$ cat config.mk
export PLATFORM = sky130hd
export DESIGN_NAME = acc_arbiter
export DESIGN_NICKNAME = d
export VERILOG_FILES = /design/src/rtl/acc_pkg.sv /design/src/rtl/accumulator_8bit.sv /design/src/rtl/acc_arbiter.sv
export SDC_FILE = /design/constraint.sdc
export NUM_CORES = 1
export LEC_CHECK = 0
export BUFFER_PORTS_ARGS = -buffer_cell sky130_fd_sc_hd__buf_2
export CORE_MARGIN = 4
export CORE_UTILIZATION = 35
export CTS_CLUSTER_DIAMETER = 80
export CTS_CLUSTER_SIZE = 10
export DETAILED_ROUTE_END_ITERATION = 6
export GPL_TIMING_DRIVEN = 0
export REMOVE_ABC_BUFFERS = 1
export SLEW_MARGIN = 20
export SYNTH_ARGS = -nofsm -noshare
export SYNTH_HDL_FRONTEND = slang
export SYNTH_SLANG_ARGS = --single-unit
$ cat constraint.sdc
create_clock -name clk -period 8.4 [get_ports clk]
set_input_delay 2.1 -clock clk [delete_from_list [all_inputs] [get_ports clk]]
set_output_delay 2.1 -clock clk [all_outputs]
set_load 0.01 [all_outputs]
$ cat src/rtl/acc_pkg.sv
// Shared state encoding and default widths for the accumulator arbiter.
package acc_pkg;
    localparam int N_REQ_DEF = 4;
    localparam int ID_W_DEF  = 2;
    localparam int LEN_W_DEF = 4;

    typedef enum logic [1:0] {
        S_IDLE  = 2'd0,
        S_CLEAR = 2'd1,
        S_ACCUM = 2'd2,
        S_DONE  = 2'd3
    } state_t;
endpackage

$ cat src/rtl/accumulator_8bit.sv
// 8-bit wrap-around accumulator with synchronous clear and load-to-add.
module accumulator_8bit (
    input  logic       clk,
    input  logic       rst,
    input  logic       load,
    input  logic [7:0] data_in,
    output logic [7:0] acc_out
);
    always_ff @(posedge clk) begin
        if (rst) begin
            acc_out <= 8'd0;
        end else if (load) begin
            acc_out <= acc_out + data_in;
        end
    end
endmodule

$ cat src/rtl/acc_arbiter.sv
// Round-robin sharing of one accumulator between requesters, one job per grant.
//   state | meaning
//   IDLE  | waiting for a request; round-robin pick on any req bit
//   CLEAR | accumulator, beat counter and overflow flag cleared
//   ACCUM | granted requester streams len beats over valid/ready
//   DONE  | one-cycle result pulse tagged with the owner id
module acc_arbiter
    import acc_pkg::*;
#(
    parameter int N_REQ = N_REQ_DEF,
    parameter int ID_W  = ID_W_DEF,
    parameter int LEN_W = LEN_W_DEF
) (
    input  logic                   clk,
    input  logic                   rst,
    input  logic [N_REQ-1:0]       req,
    input  logic [N_REQ*LEN_W-1:0] req_len,
    output logic [N_REQ-1:0]       gnt,
    input  logic [N_REQ-1:0]       in_valid,
    input  logic [N_REQ*8-1:0]     in_data,
    output logic [N_REQ-1:0]       in_ready,
    output logic                   res_valid,
    output logic [7:0]             res_data,
    output logic [ID_W-1:0]        res_id,
    output logic                   res_ovf,
    output logic                   busy
);
    state_t            state;
    state_t            state_next;
    logic [ID_W-1:0]   id;
    logic [ID_W-1:0]   last;
    logic [ID_W-1:0]   pick_id;
    logic [LEN_W-1:0]  len;
    logic [LEN_W-1:0]  cnt;
    logic              ovf;
    logic              beat;
    logic              acc_rst;
    logic [7:0]        beat_data;
    logic [7:0]        acc_out;
    logic [8:0]        sum9;

    // Lowest offset from last+1 wins, so scan offsets high to low and keep the final hit.
    function automatic logic [ID_W-1:0] rr_pick(input logic [N_REQ-1:0] r,
                                                 input logic [ID_W-1:0]  prev);
        logic [ID_W-1:0] sel;
        int              idx;
        sel = prev;
        for (int k = N_REQ; k >= 1; k--) begin
            idx = (int'(prev) + k) % N_REQ;
            if (r[idx]) sel = ID_W'(idx);
        end
        return sel;
    endfunction

    assign pick_id   = rr_pick(req, last);
    assign beat_data = in_data[int'(id)*8 +: 8];
    assign sum9      = {1'b0, acc_out} + {1'b0, beat_data};
    assign acc_rst   = rst | (state == S_CLEAR);
    assign res_data  = acc_out;

    always_ff @(posedge clk) begin
        if (rst) begin
            state <= S_IDLE;
        end else begin
            state <= state_next;
        end
    end

    always_comb begin
        state_next = state;
        gnt        = '0;
        in_ready   = '0;
        res_valid  = 1'b0;
        res_id     = '0;
        res_ovf    = 1'b0;
        beat       = 1'b0;
        busy       = (state != S_IDLE);
        case (state)
            S_IDLE: begin
                if (|req) state_next = S_CLEAR;
            end
            S_CLEAR: begin
                gnt        = N_REQ'(1) << id;
                state_next = (len != '0) ? S_ACCUM : S_DONE;
            end
            S_ACCUM: begin
                gnt      = N_REQ'(1) << id;
                in_ready = N_REQ'(1) << id;
                beat     = in_valid[id];
                if (beat && (cnt == len - LEN_W'(1))) state_next = S_DONE;
            end
            S_DONE: begin
                res_valid  = 1'b1;
                res_id     = id;
                res_ovf    = ovf;
                state_next = S_IDLE;
            end
            default: state_next = S_IDLE;
        endcase
    end

    always_ff @(posedge clk) begin
        if (rst) begin
            id   <= '0;
            len  <= '0;
            last <= ID_W'(N_REQ - 1);
            cnt  <= '0;
            ovf  <= 1'b0;
        end else begin
            case (state)
                S_IDLE: begin
                    if (|req) begin
                        id   <= pick_id;
                        len  <= req_len[int'(pick_id)*LEN_W +: LEN_W];
                        last <= pick_id;
                    end
                end
                S_CLEAR: begin
                    cnt <= '0;
                    ovf <= 1'b0;
                end
                S_ACCUM: begin
                    if (beat) begin
                        cnt <= cnt + LEN_W'(1);
                        if (sum9[8]) ovf <= 1'b1;
                    end
                end
                default: ;
            endcase
        end
    end

    accumulator_8bit u_acc (
        .clk     (clk),
        .rst     (acc_rst),
        .load    (beat),
        .data_in (beat_data),
        .acc_out (acc_out)
    );
endmodule

==> results.py <==
metrics = {
    "synth": {
        "synth_top_area_share_pct": 24.16,
        "synth_cell_types": 45,
        "synth_commonest_cells": "dfxtp_1, nand2_1, nor2_1",
        "ys.flop_type": "dfxtp_1",
        "synth_edf_count": 0,
        "synth_area_sq_um": 1906,
        "ys_ff_latch": 23,
        "synth_warnings": 0,
        "ys_seq_area_share_pct": 24.16,
        "synth_top_cell_by_area": "dfxtp_1",
        "synthCells": 217,
        "synth_most_common_cell": "dfxtp_1",
        "synth.avg_cell_area_sq_um": 8.781,
        "yosys-top-cells-area": "dfxtp_1, mux4_1, ha_1",
        "synthArstFlopShare_pct": 0,
    },
    "sta": {
        "setup_violations": 0,
        "tightest_slew_ns": 0.7634,
        "slew_violations": 0,
        "finalSetupTns_ns": 0,
        "maxSlewHeadroom_pct": 49.03,
        "max_freq_mhz": 240.2,
        "min_period_ns": 4.163,
        "clock_skew_ns": 0.004814,
        "fin_crit_sh_pct": 49.56,
        "rsz0062_at_grt": "false",
        "finalHoldWorstSlack_ns": 0.4866,
        "hold_viol_final": 0,
    },
    "route": {
        "wl_met3_um": 295,
        "routedWlPerCell_um": 13.35,
        "top_layer": "met4",
        "routed_via_density": 5.206,
        "ant_nets": 0,
        "vias": 1874,
        "wl_met2_um": 2236,
        "met1_length_um": 2212,
        "dr.pass1.iters": 4,
        "remaining_drc_errors": 0,
        "first_iter_violations": 71,
        "wl_um": 4806,
    },
    "worst_hold_path": {
        "hp-class": "reg -> reg",
    },
    "die": {
        "die_w_um": 81.79,
        "die_height_um": 81.79,
        "pin_count": 79,
        "core_sq_um": 5205,
        "placementRows": 26,
        "initial_core_util_pct": 36.61,
        "floorplan.die_area_sq_um": 6689,
    },
    "power_and_ir_drop": {
        "p_switching_mw": 0.2710,
        "power_density_nw_per_um2": 258.9,
        "combPwrFrac_pct": 58.1,
        "clockPowerShare_pct": 11.2,
        "power_frac_seq_pct": 30.7,
        "total_power_mw": 0.6152,
        "p_leak_nw": 1.146,
        "switching_share_pct": 44.05,
        "internal_power_mw": 0.3442,
        "peakVddDrop_uv": 164.5,
    },
    "cts": {
        "clk_pin_slew_worst_paths_ns": 0.09,
        "cts_hold_buf": 0,
        "post-cts-setup-buffers": 0,
        "ctsLongestPathBuffers": 2,
        "cts_buffers": 3,
        "clk_latency_ns": 0.26,
        "cts_tree": "yes",
        "htreeDepth": 1,
        "ctsResizeCount": 0,
        "cts_sinks": 23,
        "cts-root-buf": "clkbuf_8",
    },
    "setup_path": {
        "crit_type": "in -> reg",
        "cp_data_arrival_time_ns": 4.32,
        "cp-end-kind": "flip-flop",
        "start_kind": "input port",
        "worst-path-max-fanout": 5,
        "r2r_setup_slack_ns": 5.19,
        "required_ns": 8.55,
    },
    "run_status": {
        "status": "completed",
    },
    "final_layout": {
        "n_antenna_cell": 0,
        "area.growth.synth_to_final_pct": 24.69,
        "final_nets": 364,
        "drive_gt1_share_pct": 29.31,
        "num-fill-cells": 546,
    },
    "place": {
        "portBuffers": 78,
        "gp_congestion": 0.7912,
        "hpwlAfterDp_um": 3955,
    },
    "grt": {
        "grt_first_pass_wirelength_um": 7907,
        "grt_pass1_vias": 1787,
        "grt_usage_pct": 14.78,
        "overflow": 0,
        "antenna_found_initial": 0,
        "grt_max_degree": 20,
    },
    "flow_run": {
        "drv_cap": 0,
    },
}
sequential cells by signal, summed over array words and instances (netlist names):
signal	flops
u_acc.acc_out	8
cnt	4
len	4
id	2
last	2
state	2
ovf	1
cells in the final DEF, fill, tap and decap left out, drive strengths merged, types with 2 or more instances in the layout:
| cell type | instances |
|---|---|
| clkbuf | 3 |
| buf | 78 |
| xor2 | 5 |
| a21oi | 13 |
| nand4 | 2 |
| inv | 12 |
| nor3 | 6 |
| nand2 | 16 |
| and3b | 4 |
| a21o | 3 |
| nor2 | 15 |
| and3 | 12 |
| nand2b | 4 |
| xnor2 | 6 |
| dfxtp | 23 |
| o21ai | 7 |
| nor3b | 2 |
| o31ai | 4 |
| ha | 14 |
| and2 | 5 |
| mux4 | 9 |
| o21a | 4 |
| a211oi | 14 |
| nand3 | 11 |
| nor2b | 3 |
power groups by stage:
stage	logic, mW	registers (mW)	clock network [mW]
floorplan	0.274	0.180	0
global placement	0.356	0.193	0
detailed placement	0.358	0.193	0
CTS	0.360	0.191	0.0728
global route	0.401	0.197	0.0786
finish	0.358	0.189	0.0688
cell families after synthesis:
| group | Yosys count | synth area share, % |
|---|---|---|
| buffers and inverters | 21 | 5.187 |
| multiplexers | 10 | 12.74 |
| flip-flops | 23 | 24.16 |
| adder cells (fa/ha/maj) | 15 | 10.24 |
| AO/OA/AOI/OAI | 55 | 19.83 |
| XOR/XNOR | 11 | 5.056 |
| AND/OR/NAND/NOR | 82 | 22.78 |
area by class of cell:
cell class	instances	area [sq um]	share of cell area, %
multi-input combinational	173	1346	56.66
sequential	23	460.4	19.38
timing repair buffer	78	390.4	16.43
tap	70	87.58	3.686
inverter	12	45.04	1.896
clock buffer	3	41.29	1.738
clock inverter	1	5.005	0.2106
path summary, 6_finish.rpt:
| check | from | to | cells past startpoint |
|---|---|---|---|
| hold reg to reg | u_acc.acc_out[0]$_SDFFE_PP0P_ | u_acc.acc_out[0]$_SDFFE_PP0P_ | 2 |
| setup reg to reg | id[0]$_SDFFE_PP0P_ | u_acc.acc_out[7]$_SDFFE_PP0P_ | 7 |
| setup / recovery | in_data[12] | u_acc.acc_out[7]$_SDFFE_PP0P_ | 8 |
| hold / removal | u_acc.acc_out[0]$_SDFFE_PP0P_ | u_acc.acc_out[0]$_SDFFE_PP0P_ | 2 |
layer usage:
| layer | vias up | track usage, % |
|---|---|---|
| li1 | 963 | - |
| met5 | - | 0 |
| met2 | 48 | 24.15 |
| met1 | 857 | 19.71 |
| met4 | 0 | 3.821 |
| met3 | 6 | 3.180 |
per-stage QoR:
| step | setup slack [ns] | utilization (%) | cells | cell area [sq um] |
|---|---|---|---|---|
| CTS | 4.257 | 45.65 | 360 | 2376 |
| detailed placement | 3.969 | 44.76 | 356 | 2330 |
| global route | 4.092 | 45.65 | 360 | 2376 |
| finish | 4.237 | 45.65 | 360 | 2376 |
| global placement | 3.986 | 44.76 | 356 | 2330 |
| floorplan | 4.333 | - | 208 | 1852 |
critical path, stage by stage:
cell and delay (ns):
buf_2 0.09, mux4_1 0.50, ha_1 0.34, and3_1 0.21, a2111oi_1 0.64, a21oi_1 0.16, xnor2_1 0.17, o21ai_0 0.10
(Power assumes the default switching activity.)
